===== src/rtl/draw_menu_if.sv =====
// vga_if: VGA timing bundle passed through the menu overlay pipeline.
interface vga_if;
    logic [10:0] hcount;
    logic [10:0] vcount;
    logic        hblnk;
    logic        vblnk;
    logic        hsync;
    logic        vsync;
    modport in  (input  hcount, vcount, hblnk, vblnk, hsync, vsync);
    modport out (output hcount, vcount, hblnk, vblnk, hsync, vsync);
endinterface


===== src/rtl/draw_menu.sv =====
// draw_menu: two-stage button overlay with per-frame mouse sampling and a click/selection FSM.
module draw_menu #(
    parameter int          N_BTN        = 2,
    parameter int          BTN_X        = 412,
    parameter int          BTN_Y0       = 300,
    parameter int          BTN_W        = 200,
    parameter int          BTN_H        = 50,
    parameter int          BTN_GAP      = 20,
    parameter int          BORDER       = 2,
    parameter logic [11:0] BTN_COLOR    = 12'h0F0,
    parameter logic [11:0] HOVER_COLOR  = 12'h0C0,
    parameter logic [11:0] PRESS_COLOR  = 12'h080,
    parameter logic [11:0] BORDER_COLOR = 12'hFFF
) (
    input  logic        clk,
    input  logic        rst,
    input  logic        enable,
    input  logic [11:0] mouse_x,
    input  logic [11:0] mouse_y,
    input  logic        mouse_left,
    vga_if.in           vga_in,
    input  logic [11:0] rgb_i,
    vga_if.out          vga_out,
    output logic [11:0] rgb_o,
    output logic        sel_valid,
    output logic [1:0]  sel_idx,
    input  logic        sel_ready
);
    typedef enum logic [1:0] {IDLE, ARMED, BLOCKED} state_t;
    localparam logic [12:0] X0  = 13'(BTN_X);
    localparam logic [12:0] X1  = 13'(BTN_X + BTN_W);
    localparam logic [12:0] IX0 = 13'(BTN_X + BORDER);
    localparam logic [12:0] IX1 = 13'(BTN_X + BTN_W - BORDER);
    state_t      state_q, state_d;
    logic [1:0]  rst_sync_q;
    logic        rst_n;
    logic [10:0] hcount1_q, vcount1_q;
    logic        hblnk1_q, vblnk1_q, hsync1_q, vsync1_q;
    logic [11:0] rgb1_q, rgb_d, rgb_q;
    logic [3:0]  in_d, brd_d, in1_q, brd1_q, mhit;
    logic [11:0] mx_q, my_q;
    logic        ml_q, sample, sample_q;
    logic [1:0]  hover_idx, arm_q, arm_d, sel_idx_q;
    logic        hover_hit, sel_evt, press_px, hover_px, sel_valid_q;
    logic [12:0] px, py, mx, my;
    assign px = {2'b00, vga_in.hcount};
    assign py = {2'b00, vga_in.vcount};
    assign mx = {1'b0, mx_q};
    assign my = {1'b0, my_q};
    // Internal reset asserts immediately and releases two clocks after rst rises
    always_ff @(posedge clk or negedge rst)
        if (!rst) rst_sync_q <= 2'b00;
        else      rst_sync_q <= {rst_sync_q[0], 1'b1};
    assign rst_n = rst_sync_q[1];
    for (genvar i = 0; i < 4; i++) begin : g_btn
        if (i < N_BTN) begin : g_on
            localparam logic [12:0] Y0  = 13'(BTN_Y0 + i * (BTN_H + BTN_GAP));
            localparam logic [12:0] Y1  = 13'(BTN_Y0 + i * (BTN_H + BTN_GAP) + BTN_H);
            localparam logic [12:0] IY0 = 13'(BTN_Y0 + i * (BTN_H + BTN_GAP) + BORDER);
            localparam logic [12:0] IY1 = 13'(BTN_Y0 + i * (BTN_H + BTN_GAP) + BTN_H - BORDER);
            assign in_d[i]  = px >= X0 && px < X1 && py >= Y0 && py < Y1;
            assign brd_d[i] = in_d[i] && !(px >= IX0 && px < IX1 && py >= IY0 && py < IY1);
            assign mhit[i]  = mx >= X0 && mx < X1 && my >= Y0 && my < Y1;
        end else begin : g_off
            assign in_d[i]  = 1'b0;
            assign brd_d[i] = 1'b0;
            assign mhit[i]  = 1'b0;
        end
    end
    assign sample = vga_in.vblnk && !vblnk1_q;
    always_comb begin
        hover_idx = 2'd0;
        for (int k = 3; k >= 0; k--) hover_idx = mhit[k] ? 2'(k) : hover_idx;
    end
    assign hover_hit = enable && |mhit;
    always_comb begin
        state_d = state_q;
        arm_d   = arm_q;
        sel_evt = 1'b0;
        if (sample_q)
            case (state_q)
                IDLE: if (ml_q) begin
                    state_d = hover_hit ? ARMED : BLOCKED;
                    arm_d   = hover_idx;
                end
                ARMED: if (!ml_q) begin
                    state_d = IDLE;
                    sel_evt = hover_hit && hover_idx == arm_q;
                end
                BLOCKED: state_d = ml_q ? BLOCKED : IDLE;
                default: state_d = IDLE;
            endcase
        if (!enable) begin
            state_d = IDLE;
            sel_evt = 1'b0;
        end
    end
    assign press_px = state_q == ARMED && in1_q[arm_q];
    assign hover_px = hover_hit && in1_q[hover_idx];
    assign rgb_d = (hblnk1_q || vblnk1_q) ? 12'h000 :
                   |brd1_q  ? BORDER_COLOR :
                   press_px ? PRESS_COLOR  :
                   hover_px ? HOVER_COLOR  :
                   |in1_q   ? BTN_COLOR    : rgb1_q;
    always_ff @(posedge clk or negedge rst_n)
        if (!rst_n) begin
            hcount1_q <= '0;
            vcount1_q <= '0;
            hblnk1_q  <= 1'b0;
            vblnk1_q  <= 1'b0;
            hsync1_q  <= 1'b0;
            vsync1_q  <= 1'b0;
            rgb1_q    <= '0;
            in1_q     <= '0;
            brd1_q    <= '0;
            vga_out.hcount <= '0;
            vga_out.vcount <= '0;
            vga_out.hblnk  <= 1'b0;
            vga_out.vblnk  <= 1'b0;
            vga_out.hsync  <= 1'b0;
            vga_out.vsync  <= 1'b0;
            rgb_q     <= '0;
        end else begin
            hcount1_q <= vga_in.hcount;
            vcount1_q <= vga_in.vcount;
            hblnk1_q  <= vga_in.hblnk;
            vblnk1_q  <= vga_in.vblnk;
            hsync1_q  <= vga_in.hsync;
            vsync1_q  <= vga_in.vsync;
            rgb1_q    <= rgb_i;
            in1_q     <= in_d;
            brd1_q    <= brd_d;
            vga_out.hcount <= hcount1_q;
            vga_out.vcount <= vcount1_q;
            vga_out.hblnk  <= hblnk1_q;
            vga_out.vblnk  <= vblnk1_q;
            vga_out.hsync  <= hsync1_q;
            vga_out.vsync  <= vsync1_q;
            rgb_q     <= rgb_d;
        end
    always_ff @(posedge clk or negedge rst_n)
        if (!rst_n) begin
            mx_q     <= 12'hFFF;
            my_q     <= 12'hFFF;
            ml_q     <= 1'b0;
            sample_q <= 1'b0;
            state_q  <= IDLE;
            arm_q    <= 2'd0;
        end else begin
            if (sample) begin
                mx_q <= mouse_x;
                my_q <= mouse_y;
                ml_q <= mouse_left;
            end
            sample_q <= sample;
            state_q  <= state_d;
            arm_q    <= arm_d;
        end
    // A pending selection is never overwritten; later events are dropped
    always_ff @(posedge clk or negedge rst_n)
        if (!rst_n) begin
            sel_valid_q <= 1'b0;
            sel_idx_q   <= 2'd0;
        end else if (sel_valid_q && sel_ready) begin
            sel_valid_q <= 1'b0;
        end else if (sel_evt && !sel_valid_q) begin
            sel_valid_q <= 1'b1;
            sel_idx_q   <= arm_q;
        end
    assign rgb_o     = rgb_q;
    assign sel_valid = sel_valid_q;
    assign sel_idx   = sel_idx_q;
endmodule

===== src/flat_wrapper.sv =====
// flat-port wrapper written by rule: the top's interface ports become plain ports
module draw_menu_flat 
#(
    parameter int          N_BTN        = 2,
    parameter int          BTN_X        = 412,
    parameter int          BTN_Y0       = 300,
    parameter int          BTN_W        = 200,
    parameter int          BTN_H        = 50,
    parameter int          BTN_GAP      = 20,
    parameter int          BORDER       = 2,
    parameter logic [11:0] BTN_COLOR    = 12'h0F0,
    parameter logic [11:0] HOVER_COLOR  = 12'h0C0,
    parameter logic [11:0] PRESS_COLOR  = 12'h080,
    parameter logic [11:0] BORDER_COLOR = 12'hFFF
)
  (clk, rst, enable, mouse_x, mouse_y, mouse_left, rgb_i, rgb_o, sel_valid, sel_idx, sel_ready, vga_in_hcount, vga_in_vcount, vga_in_hblnk, vga_in_vblnk, vga_in_hsync, vga_in_vsync, vga_out_hcount, vga_out_vcount, vga_out_hblnk, vga_out_vblnk, vga_out_hsync, vga_out_vsync);
  vga_if vga_in_i ();
  vga_if vga_out_i ();
  input  logic clk;
  input  logic rst;
  input  logic enable;
  input  logic [11:0] mouse_x;
  input  logic [11:0] mouse_y;
  input  logic mouse_left;
  input  logic [11:0] rgb_i;
  output logic [11:0] rgb_o;
  output logic sel_valid;
  output logic [1:0] sel_idx;
  input  logic sel_ready;
  input wire logic [$bits(vga_in_i.hcount)-1:0] vga_in_hcount;
  input wire logic [$bits(vga_in_i.vcount)-1:0] vga_in_vcount;
  input wire logic [$bits(vga_in_i.hblnk)-1:0] vga_in_hblnk;
  input wire logic [$bits(vga_in_i.vblnk)-1:0] vga_in_vblnk;
  input wire logic [$bits(vga_in_i.hsync)-1:0] vga_in_hsync;
  input wire logic [$bits(vga_in_i.vsync)-1:0] vga_in_vsync;
  output wire logic [$bits(vga_out_i.hcount)-1:0] vga_out_hcount;
  output wire logic [$bits(vga_out_i.vcount)-1:0] vga_out_vcount;
  output wire logic [$bits(vga_out_i.hblnk)-1:0] vga_out_hblnk;
  output wire logic [$bits(vga_out_i.vblnk)-1:0] vga_out_vblnk;
  output wire logic [$bits(vga_out_i.hsync)-1:0] vga_out_hsync;
  output wire logic [$bits(vga_out_i.vsync)-1:0] vga_out_vsync;
  assign vga_in_i.hcount = vga_in_hcount;
  assign vga_in_i.vcount = vga_in_vcount;
  assign vga_in_i.hblnk = vga_in_hblnk;
  assign vga_in_i.vblnk = vga_in_vblnk;
  assign vga_in_i.hsync = vga_in_hsync;
  assign vga_in_i.vsync = vga_in_vsync;
  assign vga_out_hcount = vga_out_i.hcount;
  assign vga_out_vcount = vga_out_i.vcount;
  assign vga_out_hblnk = vga_out_i.hblnk;
  assign vga_out_vblnk = vga_out_i.vblnk;
  assign vga_out_hsync = vga_out_i.hsync;
  assign vga_out_vsync = vga_out_i.vsync;
  draw_menu #(.N_BTN(N_BTN), .BTN_X(BTN_X), .BTN_Y0(BTN_Y0), .BTN_W(BTN_W), .BTN_H(BTN_H), .BTN_GAP(BTN_GAP), .BORDER(BORDER), .BTN_COLOR(BTN_COLOR), .HOVER_COLOR(HOVER_COLOR), .PRESS_COLOR(PRESS_COLOR), .BORDER_COLOR(BORDER_COLOR)) u_core (.clk(clk), .rst(rst), .enable(enable), .mouse_x(mouse_x), .mouse_y(mouse_y), .mouse_left(mouse_left), .vga_in(vga_in_i), .rgb_i(rgb_i), .vga_out(vga_out_i), .rgb_o(rgb_o), .sel_valid(sel_valid), .sel_idx(sel_idx), .sel_ready(sel_ready));
endmodule

===== config.mk =====
export PLATFORM = sky130hd
export DESIGN_NAME = draw_menu_flat
export DESIGN_NICKNAME = d
export VERILOG_FILES = /design/src/rtl/draw_menu_if.sv /design/src/rtl/draw_menu.sv /design/src/flat_wrapper.sv
export SDC_FILE = /design/constraint.sdc
export NUM_CORES = 1
export LEC_CHECK = 0
export BUFFER_PORTS_ARGS = -buffer_cell sky130_fd_sc_hd__buf_2
export CORE_ASPECT_RATIO = 0.8
export CORE_MARGIN = 2
export CORE_UTILIZATION = 30
export DETAILED_ROUTE_END_ITERATION = 8
export PLACE_DENSITY = 0.53
export SLEW_MARGIN = 20
export SYNTH_ARGS = -nofsm -noshare
export SYNTH_HDL_FRONTEND = slang
export SYNTH_SLANG_ARGS = --single-unit

===== constraint.sdc =====
create_clock -name clk -period 4.15 [get_ports clk]
set_clock_uncertainty 0.05 [all_clocks]
set_input_delay 0.415 -clock clk [delete_from_list [all_inputs] [get_ports clk]]
set_output_delay 0.415 -clock clk [all_outputs]
set_load 0.02 [all_outputs]

==> results of run 1 <==
what timing repair did:
| item | in CTS | in global routing |
|---|---|---|
| hold buffers | 1 | 0 |
| hold endpoints to repair | 2 | 0 |
| gates resized for setup | 0 | 0 |
per-stage QoR:
stage               area [um2]  cells
floorplan                 3827    265
global placement          4543    534
detailed placement        4548    534
CTS                       4857    550
global route              4857    550
finish                    4857    550
power breakdown:
| group | internal (uW) | switching (uW) |
|---|---|---|
| Sequential | 1170 | 50.1 |
| Clock | 482 | 364 |
| Combinational | 89.5 | 101 |
| Total | 1740 | 515 |
kinds of logic after synthesis:
| kind of cell | synth area share [%] |
|---|---|
| buffers and inverters | 1.111 |
| AO/OA/AOI/OAI | 9.056 |
| AND/OR/NAND/NOR | 10.30 |
| other | 0.1962 |
| flip-flops | 72.61 |
| multiplexers | 6.734 |
cell type report:
cell class | instances | area [um2] | share of cell area, %
clock buffers | 10 | 239.0 | 4.920
clock inverters | 5 | 60.06 | 1.236
inverters | 4 | 15.01 | 0.3091
multi-input cells | 145 | 1013 | 20.87
flip-flops and latches | 110 | 2783 | 57.29
well taps | 171 | 214.0 | 4.405
repair buffers | 105 | 533.0 | 10.97
critical path, delay by kind of cell (launching register included):
kind	cells	cell delay (ns)
AOI/OAI and AO/OA	2	0.24
DFF	1	0.53
and+or+nand+nor	3	1.11
layout by cell type, fill, tap and decap left out, types with 2 or more instances in the layout:
| master | instances |
|---|---|
| and4_1 | 2 |
| nand3b_1 | 2 |
| nor2_1 | 14 |
| nor4_1 | 2 |
| mux2_2 | 22 |
| nor4bb_1 | 2 |
| conb_1 | 2 |
| inv_1 | 4 |
| nand2b_1 | 7 |
| buf_2 | 103 |
| nand4b_1 | 2 |
| nand3_1 | 7 |
| a41o_1 | 2 |
| nor3_1 | 7 |
| dfstp_2 | 21 |
| a21oi_1 | 16 |
| o21ai_0 | 9 |
| a311oi_1 | 2 |
| o22ai_2 | 2 |
| clkinv_4 | 2 |
| nand2_1 | 14 |
| clkbuf_16 | 9 |
| o311ai_1 | 2 |
| dfrtp_1 | 88 |
| a211oi_1 | 2 |
sequential cells by signal, indices dropped and copies added (netlist names), 10 cells and up:
signal and count:
u_core.rgb1_q 12, u_core.rgb_o 12, u_core.hcount1_q 11, u_core.my_q 11, u_core.vcount1_q 11, u_core.vga_out.hcount 11, u_core.vga_out.vcount 11, u_core.mx_q 10
worst max-delay path by stage:
stage,startpoint,to,cells after the start
6_report,u_core.mx_q[9],u_core.sel_idx[0],5
5_1_grt,u_core.my_q[8],u_core.sel_idx[0],4
4_1_cts,u_core.my_q[8],u_core.sel_idx[0],4
3_5_place_dp,vga_in_vcount[6],u_core.brd1_q[1],6
3_3_place_gp,vga_in_vblnk,u_core.mx_q[7],3
2_1_floorplan,u_core.rst_sync_q[1],u_core.arm_q[0],0
routing by layer:
layer / vias to the layer above / part of all wire (%) / track usage [%]
li1: 1161 / - / -
met1: 1191 / 46 / 16.21
met2: 81 / 45 / 17.95
met3: 7 / 8.3 / 5.376
met4: 0 / 1.2 / 4.147
met5: - / 0 / 0
==> results, run 1 <==
- The worst setup path is captured at a register.
- Traced cell by cell, the critical path runs through or3b_1, o22ai_2, nand3_1, or4b_1, o211ai_1.
- The routed design could run at a clock period as short as 2.022 ns.
- Port buffering added 103 buffers.
- The number of H-tree branching levels is 3.
- The ratio of total power to cell area is 463.5 nW/um2.
- The required time of the critical path is 4.35 ns.
- The share of synthesized area occupied by flip-flops and latches is 72.61%.
- The fraction of final layout cells with drive strength greater than 1 is 44.33%.
- The synthesized design devotes to its leading area cell type 58.19% of total area.
- The worst register-to-register path begins at u_core.mx_q[9].
- Using the TritonRoute via totals, the vias-per-cell ratio works out to 4.436.
- The most frequent cell after synthesis is dfrtp_1.
- The number of maximum-capacitance constraint violations is 0.
- The class of the most critical setup path is reg2reg.
- The layout filler cell count is 1189.
- In this run the tightest slew margin relative to its limit is 36.35%.
- The residual DRC count is 0.
- For this block, the initial DRC count from the detailed router was 159.
- In this run the static leakage power is 0.002209 uW.
- Across all setup checks in the final design, the least slack found is 2.128 ns.
- The worst setup path is launched from a register.
- The destination of the worst register-to-register timing path is u_core.sel_idx[0].
- In this design, the stage delay of the slowest critical-path cell is 0.54 ns.
- The number of ports placed on the die boundary is 108.
- The clock insertion delay at the later pin of the skew report is 0.34 ns.
- The worst hold path startpoint is rgb_i[0].
- No sink is reached through more buffers than the 2 on the longest clock path.
- The number of different library cells used by synthesis comes to 53.
- The congestion estimate from routability-driven global placement came to 0.7456.
- The combined area of all synthesized cells is 3827 um2.
- The final wirelength is 7.853 mm.
- The run finished with clean final reports.
- The utilization after layout is 39.50%.
- Setup repair after global routing left no endpoint under its margin.
- The wire length of the first global-routing pass is 12.83 mm.
- The total inserted antenna cells is 0.
- Entering global routing, the biggest net connects 76 pins.
- In the final routed layout, each cell accounts on average for 14.28 um.
- The hold path depth is 1.
- The final number of setup-violating endpoints is 0.
- The standard cell with the maximum stage delay on the critical path is or4b_1.
- The tightest hold margin is 0.1296 ns.
- The count of pins over their slew limit is 0.
- Summed over all layers, the global routing overflow is 0.
- The number of rows in the core area is 36.
- The number of vias in the routed layout is 2440.
- The relative area change from synthesis to final layout is 26.90%.
- The die covers 13680 um2.
- The via count of the first global-routing pass is 2544.
- For this run, the detailed router's first-pass iteration total came to 4.
- Once detail routing completed, the nets flagged for antenna violations numbered 0.
- The total count of hold-check failures in the final report was 0.
- In the synthesized netlist the dominant register cell turns out to be dfrtp_1.
- The highest attainable clock frequency is 0.4945 GHz.
- The post-detailed-placement half-perimeter wirelength is 5.653 mm.
- Of the available clock period, the critical path in the final layout requires 48.73%.
- The capture endpoint of the worst hold path is u_core.rgb1_q[0].
- The overall fraction of global-route tracks in use is 12.26%.
- Synthesis produced a netlist whose cell count is 265.
- The synthesized design contains 0 enable-type register cells.
- The maximum VDD drop is 189.7 uV.
- The biggest area contributor in the post-synthesis netlist is dfrtp_1.
- The cell sitting at the root of the clock tree is a clkbuf_16.
- The type of the most critical hold path is in2reg.
- After routing, the total negative slack on setup checks comes to 0 ns.
- When the netlist entered floorplanning its net count stood at 332.
- Setup slack on the worst reg-to-reg path comes out at 2.13 ns.
- The number of setup buffers added after CTS is 0.
- After floorplanning, the core was sized to cover 12300 um2.
- Clock-pin slew was measured on the worst setup and hold paths at 0.07 ns.
- After synthesis, the cell types taking the most area are dfrtp_1 (58%), dfstp_2 (14%), mux2_2 (6.5%).
- For the pin with the worst max-slew slack, the measured transition is 0.9512 ns.
- The clock tree from TritonCTS is yes.
- For this run, the post-layout net count is 442.
- The total power is 2251 uW.
- The post-placement setup slack is 2.097 ns.
- The post-synthesis area per instance is 14.44 um2.
- The total clock buffers created by CTS is 9.
- In this run the worst path has a maximum fanout of 5.
- From left edge to right edge, the die measures 130.3 um.
- The initial antenna violation count is 0.
- The starting density of the core is 31.13%.
- The floorplan step set the die height to 105.0 um.
- The share of async-settable or async-resettable flops after synthesis is 100.0%.
- Clock tree synthesis found a total of 110 sinks.
- For this run, the number of Yosys warnings is 0.
- The worst register-to-register path has a depth of 5.
- In this run, synthesis produced a sequential element count of 110.
- After synthesis, the most frequently instantiated cells are dfrtp_1 (89), mux2_2 (22), dfstp_2 (21).
- The data arrival at the endpoint of the critical path is 2.23 ns.
Note: power is estimated with default switching activity, not from simulation.
==> run 2: changes to the inputs <==
- clock period: 4.15 -> 2.1 ns (I/O delays scaled with it)
==> run 2 against run 1 <==
Net effect:
- worst setup slack got worse by 2.0 ns
- die area unchanged
- power grew 110%
- largest cell class unchanged
- highest routed layer unchanged
==> results, run 2 (synthesis gave the netlist of run 1 again) <==
- The flow ran to the end, and the final reports show no timing, DRC or antenna violations.
- The final number of setup-violating endpoints is 0 (unchanged).
- Setup repair after global routing left no endpoint under its margin.
- The total clock buffers created by CTS is 9 (unchanged).
- The number of standard cells in the layout, taps in and fillers out was 597 (+8.5%).
- The starting density of the core came to 31.13% (unchanged).
- The tightest min-delay check is of the in2reg type.
- The fraction of final layout cells with drive strength greater than 1 is 41.51% (-2.8 points).
- The final period demand of the worst path is 1.947 ns (-0.07506 ns).
- The ratio of total power to cell area was 880.2 nW/um2 (+90%).
- The largest net degree at the start of global routing came to 68 (-11%).
- The relative slew slack is 62.02% (+26 points).
- The final net count is 486 (+10%).
- Tracing the worst setup path back leads to its startpoint at u_core.mx_q[9].
- The count of pins over their slew limit came to 0 (unchanged).
- The placed cell count is 540 (+1.1%).
- The maximum VDD drop is 405.4 uV (+110%).
- The number of vias in the routed layout is 2613 (+7.1%).
- The count of clock tree sinks is 110 (unchanged).
- The core area is 12300 um2 (unchanged).
- The required time of the critical path is 2.31 ns (-2.04 ns).
- The clock tree from TritonCTS is yes.
- The setup path with the least slack is of type reg2reg.
- The buffer depth of the longest clock path is 2 (unchanged).
- The number of DRC markers in iteration 0 is 140 (-12%).
- The post-detailed-placement half-perimeter wirelength was 5.724 mm (+1.3%).
- The overall overflow remaining after global route came to 0 (unchanged).
- The post-detailed-placement cell area is 4601 um2 (+1.2%).
- Broken down by cell family, the worst path's largest delay share belongs to simple AND/OR/NAND/NOR gates.
- The layout filler cell count was 1135 (-4.5%).
- In this run the critical register-to-register path is launched from u_core.mx_q[9].
- The number of ports placed on the die boundary is 108 (unchanged).
- The peak per-stage delay on the critical path was 0.53 ns (about the same).
- The highest attainable clock frequency came to 0.5135 GHz (+3.9%).
- The die width is 130.3 um (unchanged).
- The number of rows in the core area came to 36 (unchanged).
- The number of nets with antenna violations after routing is 0 (unchanged).
- The combined area of the multi-input logic cells was 1013 um2 (unchanged).
- The count of port buffers added during placement is 103 (unchanged).
- The via count of the first global-routing pass came to 2722 (+7.0%).
- The clock insertion delay at the later pin of the skew report is 0.33 ns (about the same).
- The area of the die was 13680 um2 (unchanged).
- Walking the worst path, the cells encountered are or3b_1, o22ai_2, and4_1, or4b_1, o211ai_1.
- The overall fraction of global-route tracks in use is 12.63% (+0.36 points).
- The total area of sequential cells is 2783 um2 (unchanged).
- The initial antenna violation count was 2 (+2).
- Leaving out fill and tap cells, the most frequent cell in the layout is buf_2.
- The total non-filler cell area in the finished layout is 5340 um2 (+9.9%).
- The detailed-router iteration count before antenna repair is 4 (unchanged).
- The final sum of negative setup slack is 0 ns (unchanged).
- The total count of hold-check failures in the final report is 0 (unchanged).
- The startpoint identified for the worst hold timing path is vga_in_vcount[4].
- The final wirelength is 8.042 mm (+2.4%).
- The cell sitting at the root of the clock tree is a clkbuf_16.
- The wire length of the first global-routing pass is 13.52 mm (+5.4%).
- The number of buffer and inverter stages on the critical path was 0 (unchanged).
- The total leakage power came to 0.002420 uW (+9.5%).
- The via count normalized by instance count was 4.377 (-1.3%).
- The weighted congestion reported at the end of routability-driven placement is 0.7851 (+5.3%).
- The number of maximum-capacitance constraint violations is 0 (unchanged).
- The die height came to 105.0 um (unchanged).
- The post-route fraction of the period consumed by the critical path is 92.73% (+44 points).
- The maximum net fanout on the critical path is 3 (-2).
- The kind of end point of the critical path is a register.
- Compared with the post-synthesis result, the final layout area differs by 39.52%.
- The data arrival at the endpoint of the critical path came to 2.15 ns (-0.08 ns).
- The library cells used most frequently in the layout, excluding fill and tap cells, are buf_2 (103), dfrtp_1 (88), dlygate4sd3_1 (39), mux2_2 (22), dfstp_2 (21).
- The number of H-tree branching levels is 3 (unchanged).
- The element type at the critical path start is a register.
- The residual DRC count came to 0 (unchanged).
- The actual transition at the worst max-transition pin was 0.5676 ns (-0.3836 ns).
- For this design, the slowest cell found on the critical path is dfstp_2.
- The average wire length per cell after detail routing came to 13.47 um (-5.7%).
- The clock slew seen by the registers of the worst setup and hold paths is 0.07 ns (about the same).
run 2: power by group:
group	internal, uW	total (uW)	switching, uW
combinational	231	465	234
clock	1120	1860	739
sequential	2300	2370	72.1
total	3650	4700	1050
run 2: area by class of cell:
cell class / count / area share (%)
Clock inverter: 5 / 1.617
Inverter: 4 / 0.2812
Antenna cell: 2 / 0.09372
Multi-Input combinational cell: 145 / 18.98
Tap cell: 171 / 4.007
Clock buffer: 11 / 4.733
Timing Repair Buffer: 149 / 18.18
Sequential cell: 110 / 52.11
run 2: metrics by stage:
stage,utilization [%],total power [uW],hold slack [ns],worst slack (ns)
final,43.43,4700,0.03053,0.1527
after global routing,43.41,4942,0.01420,0.04300
after CTS,43.35,4790,0.009510,0.1011
after detailed placement,37.41,2831,-0.04897,0.1569
after global placement,37.41,2817,-0.05369,0.2040
after floorplan,-,2645,-0.1356,0.2289
run 2: timing repair:
item,in CTS,in global routing
setup endpoints to repair,0,2
hold endpoints to repair,40,0
gates resized for setup,0,1
buffers inserted,0,0
hold buffers,39,0
run 2: routing by layer:
metal  track usage [%]  vias to the layer above  routed length [um]  share of wire (%)
met4             3.994                        0                 123                1.5
li1                  -                     1252                   -                  -
met3             5.172                       12                 627                7.8
met2             19.22                       70                3727                 46
met5                 0                        -                   0                  0
met1             16.40                     1279                3562                 44
run 2: final timing paths:
path | to | slack [ns] | cells past startpoint
max | u_core.sel_idx[0] | 0.15 | 5
min | u_core.vcount1_q[4] | 0.03 | 1
max reg2reg | u_core.sel_idx[0] | 0.15 | 5
min reg2reg | u_core.hcount1_q[0] | 0.27 | 1
max in group asynchronous | u_core.mx_q[9] | 1.26 | 1
min in group asynchronous | u_core.rst_sync_q[0] | 0.14 | 2
run 2: worst reg2reg max path, cell delays in order (launching register included):
cell	delay, ns
dfstp_2	0.53
or3b_1	0.36
o22ai_2	0.11
and4_1	0.26
or4b_1	0.45
o211ai_1	0.11
==> run 3: changes to the inputs <==
- ABC_AREA: not set -> 1
- CORE_UTILIZATION: 30 -> 40
- PLACE_DENSITY: 0.53 -> 0.65
==> run 3 against run 2 <==
Net effect:
- synthesized cell count rose by 45%
- global-route usage up 4.3 points
- worst setup slack improved by 0.17 ns
- critical endpoint is now u_core.brd1_q[0]
- sequential power about the same
- clock power fell by 8%
- register-to-register slack better by 0.28 ns
- combinational power grew 17%
- routed wire length grew 2.9%
- first-iteration DRC count is 21% lower
==> results, run 3 <==
- The average wire length per cell after detail routing came to 12.23 um (-9.2%).
- The number of H-tree branching levels is 3 (unchanged).
- STA classifies the critical path endpoint as a register.
- The number of buffer and inverter stages on the critical path is 3 (+3).
- The placed cell count is 620 (+15%).
- The mux cell area share after synthesis is 0% (-6.7 points).
- The actual transition at the worst max-transition pin is 0.6939 ns (+0.1263 ns).
- The prevailing post-synth register cell is dfrtp_1.
- The tightest hold margin came to 0.01939 ns (-0.01114 ns).
- The final sum of negative setup slack is 0 ns (unchanged).
- The number of setup buffers added after CTS was 0 (unchanged).
- The final period demand of the worst path was 1.780 ns (-0.1669 ns).
- The number of standard cells in the layout, taps in and fillers out is 677 (+13%).
- The library cells used most frequently in the layout, excluding fill and tap cells, are buf_2 (103), dfrtp_1 (88), nand2_1 (85), inv_1 (42), dlygate4sd3_1 (41).
- The Yosys warning count came to 0 (unchanged).
- The total nets after synthesis is 452 (+36%).
- The via count normalized by instance count was 4.483 (+2.4%).
- Setup repair after global routing left no endpoint under its margin.
- The number of DRC markers in iteration 0 is 110 (-21%).
- The data arrival at the endpoint of the critical path is 1.95 ns (-0.20 ns).
- The weighted congestion reported at the end of routability-driven placement is 0.8814 (+12%).
- The most frequent cell after synthesis is dfrtp_1.
- The final number of setup-violating endpoints is 0 (unchanged).
- The count of clock tree sinks was 110 (unchanged).
- The largest family of logic cells by synthesized area is simple AND/OR/NAND/NOR gates.
- The post-route fraction of the period consumed by the critical path is 84.78% (-7.9 points).
- The area of the die is 10890 um2 (-20%).
- The total inserted antenna cells is 0 (-2).
- Traced cell by cell, the critical path runs through dlygate4sd3_1, buf_2, nor2_1, inv_1, nor2_2, nand3_1, o21ai_1, o211ai_1, a211oi_1, nor2_1.
- The standard cell with the maximum stage delay on the critical path is dlygate4sd3_1.
- The share of synthesized area occupied by flip-flops and latches is 69.04% (-3.6 points).
- The utilization after layout is 56.02% (+13 points).
- The combined area of all synthesized cells is 4025 um2 (+5.2%).
- The number of nets with antenna violations after routing is 0 (unchanged).
- Yosys attributes the largest share of cell area to dfrtp_1 (55%), dfstp_2 (14%), nand2_1 (7.9%).
- The clock slew seen by the registers of the worst setup and hold paths is 0.07 ns (about the same).
- The core area came to 9729 um2 (-21%).
- The number of maximum-capacitance constraint violations is 0 (unchanged).
- The maximum net fanout on the critical path is 3 (unchanged).
- The maximum VDD drop is 478.8 uV (+18%).
- The required time of the critical path came to 2.27 ns (-0.04 ns).
- The top-area cell type share of the netlist area is 55.33% (-2.9 points).
- The detailed-router iteration count before antenna repair is 4 (unchanged).
- The ratio of total power to cell area is 852.4 nW/um2 (-3.2%).
- The via count of the first global-routing pass is 3180 (+17%).
- The element type at the critical path start is an input port.
- CTS placed an instance of clkbuf_16 at the clock tree root.
- The total clock buffers created by CTS came to 9 (unchanged).
- The die width is 116.2 um (-11%).
- The area fraction in compound gates after synthesis is 7.740% (-1.3 points).
- The count of pins over their slew limit is 0 (unchanged).
- The relative slew slack is 53.57% (-8.5 points).
- The die height is 93.72 um (-11%).
- The clock tree from TritonCTS is yes.
- The number of ports placed on the die boundary is 108 (unchanged).
- The count of different cell masters after synthesis is 31 (-42%).
- The peak per-stage delay on the critical path came to 0.53 ns (about the same).
- The wire length of the first global-routing pass is 14.06 mm (+4.0%).
- The initial antenna violation count is 0 (-2).
- The parity-gate share of the synthesized area counting xor and xnor cells is 0.4041% (+0.40 points).
- The largest net degree at the start of global routing is 41 (-40%).
- The class of the most critical setup path is in2reg.
- The total count of hold-check failures in the final report is 0 (unchanged).
- The residual DRC count is 0 (unchanged).
- The type of the most critical hold path is in2reg.
- The number of enable-type register cells in the synthesized netlist is 0 (unchanged).
- The count of port buffers added during placement is 103 (unchanged).
- The smallest setup slack after layout was 0.3197 ns (+0.1669 ns).
- The highest attainable clock frequency is 0.5617 GHz (+9.4%).
- The adder-cell share of the synthesized area was 0% (unchanged).
- The starting density of the core is 41.37% (+10 points).
- The post-placement setup slack came to 0.4332 ns (+0.2763 ns).
- The buffer depth of the longest clock path is 2 (unchanged).
- The post-synthesis simple-gate area fraction is 17.35% (+7.0 points).
- The overall overflow remaining after global route came to 0 (unchanged).
- Leaving out fill and tap cells, the most frequent cell in the layout is buf_2.
- The number of vias in the routed layout is 3035 (+16%).
- The number of rows in the core area was 32 (-11%).
- dfrtp_1 takes more of the synthesized area than any other cell.
- In the synthesized netlist, the cells that appear most often are dfrtp_1 (89), nand2_1 (85), inv_1 (42).
- The post-synthesis area per instance came to 10.45 um2 (-28%).
- The final net count came to 603 (+24%).
- The run finished with clean final reports.
- The kind of cell with the highest combined delay along the critical path is buffers and inverters.
- The cell count after synthesis is 385 (+45%).
- The share of async-settable or async-resettable flops after synthesis is 100.0% (unchanged).
- The post-detailed-placement half-perimeter wirelength came to 5.709 mm (-0.26%).
- The synthesis-stage register bit count was 110 (unchanged).
- The most numerous cell type found on the critical path is nor2_1.
- The total leakage power came to 0.002741 uW (+13%).
- The overall fraction of global-route tracks in use was 16.90% (+4.3 points).
- The clock insertion delay at the later pin of the skew report is 0.35 ns (+0.02 ns).
- The fraction of final layout cells with drive strength greater than 1 was 30.68% (-11 points).
- The relative area change from synthesis to final layout is 35.41%.
- The final wirelength was 8.278 mm (+2.9%).
==> run 3: final cells by class <==
class                   instances  area [um2]
clock buffers                   9       225.2
clock inverters                 7       78.83
well taps                     136       170.2
multi-input cells             220        1036
inverters                      47       176.4
fillers                       853        4279
flip-flops and latches        110        2783
repair buffers                148       980.9
==> run 3: timing repair <==
item                      4_1_cts  5_1_grt
hold endpoints to repair       41        1
gates resized for setup         0        0
hold buffers                   40        1
==> run 3: power by group <==
part	switching (uW)	internal, uW	total, uW
registers	90.7	2290	2380
logic	314	229	543
clock network	777	942	1720
total	1180	3460	4650
==> run 3: final timing paths <==
check	from	to	slack (ns)	depth (start not counted)
setup / recovery	vga_in_vcount[9]	u_core.brd1_q[0]	0.32	10
hold / removal	mouse_x[3]	u_core.mx_q[3]	0.02	3
setup reg to reg	u_core.mx_q[10]	u_core.sel_idx[0]	0.43	13
hold reg to reg	u_core.rst_sync_q[1]	u_core.vga_out.vcount[10]	0.27	0
max in group asynchronous	u_core.rst_sync_q[1]	u_core.mx_q[3]	1.07	1
min in group asynchronous	rst	u_core.rst_sync_q[0]	0.13	2
==> run 3: through the flow <==
stage | cell area [um2] | power, uW
4_1_cts | 5440 | 4702
3_5_place_dp | 4736 | 2913
3_3_place_gp | 4736 | 2897
5_1_grt | 5450 | 4883
2_1_floorplan | 4026 | 2721
6_report | 5450 | 4646
==> run 3: cells by family after synthesis <==
kind of cell / Yosys count
flip-flops: 110
buffers and inverters: 55
other: 2
AND/OR/NAND/NOR: 161
AO/OA/AOI/OAI: 56
XOR/XNOR: 1
==> run 3: metal layers <==
layer | GRT usage [%] | routed length (um)
met1 | 19.46 | 3423
met2 | 28.95 | 4155
met3 | 6.710 | 594
met4 | 5.357 | 104
met5 | 0 | 0
==> run 3: worst reg2reg max path: stages (launching register included) <==
cell,delay (ns)
dfstp_2,0.53
inv_1,0.05
nand2_2,0.09
nor2_1,0.04
nand3_1,0.06
nand2_1,0.08
nor2_4,0.15
nand3_2,0.10
nand2_2,0.08
nand2_2,0.07
inv_2,0.07
nand3_2,0.07
nand2_1,0.07
nand2_1,0.04
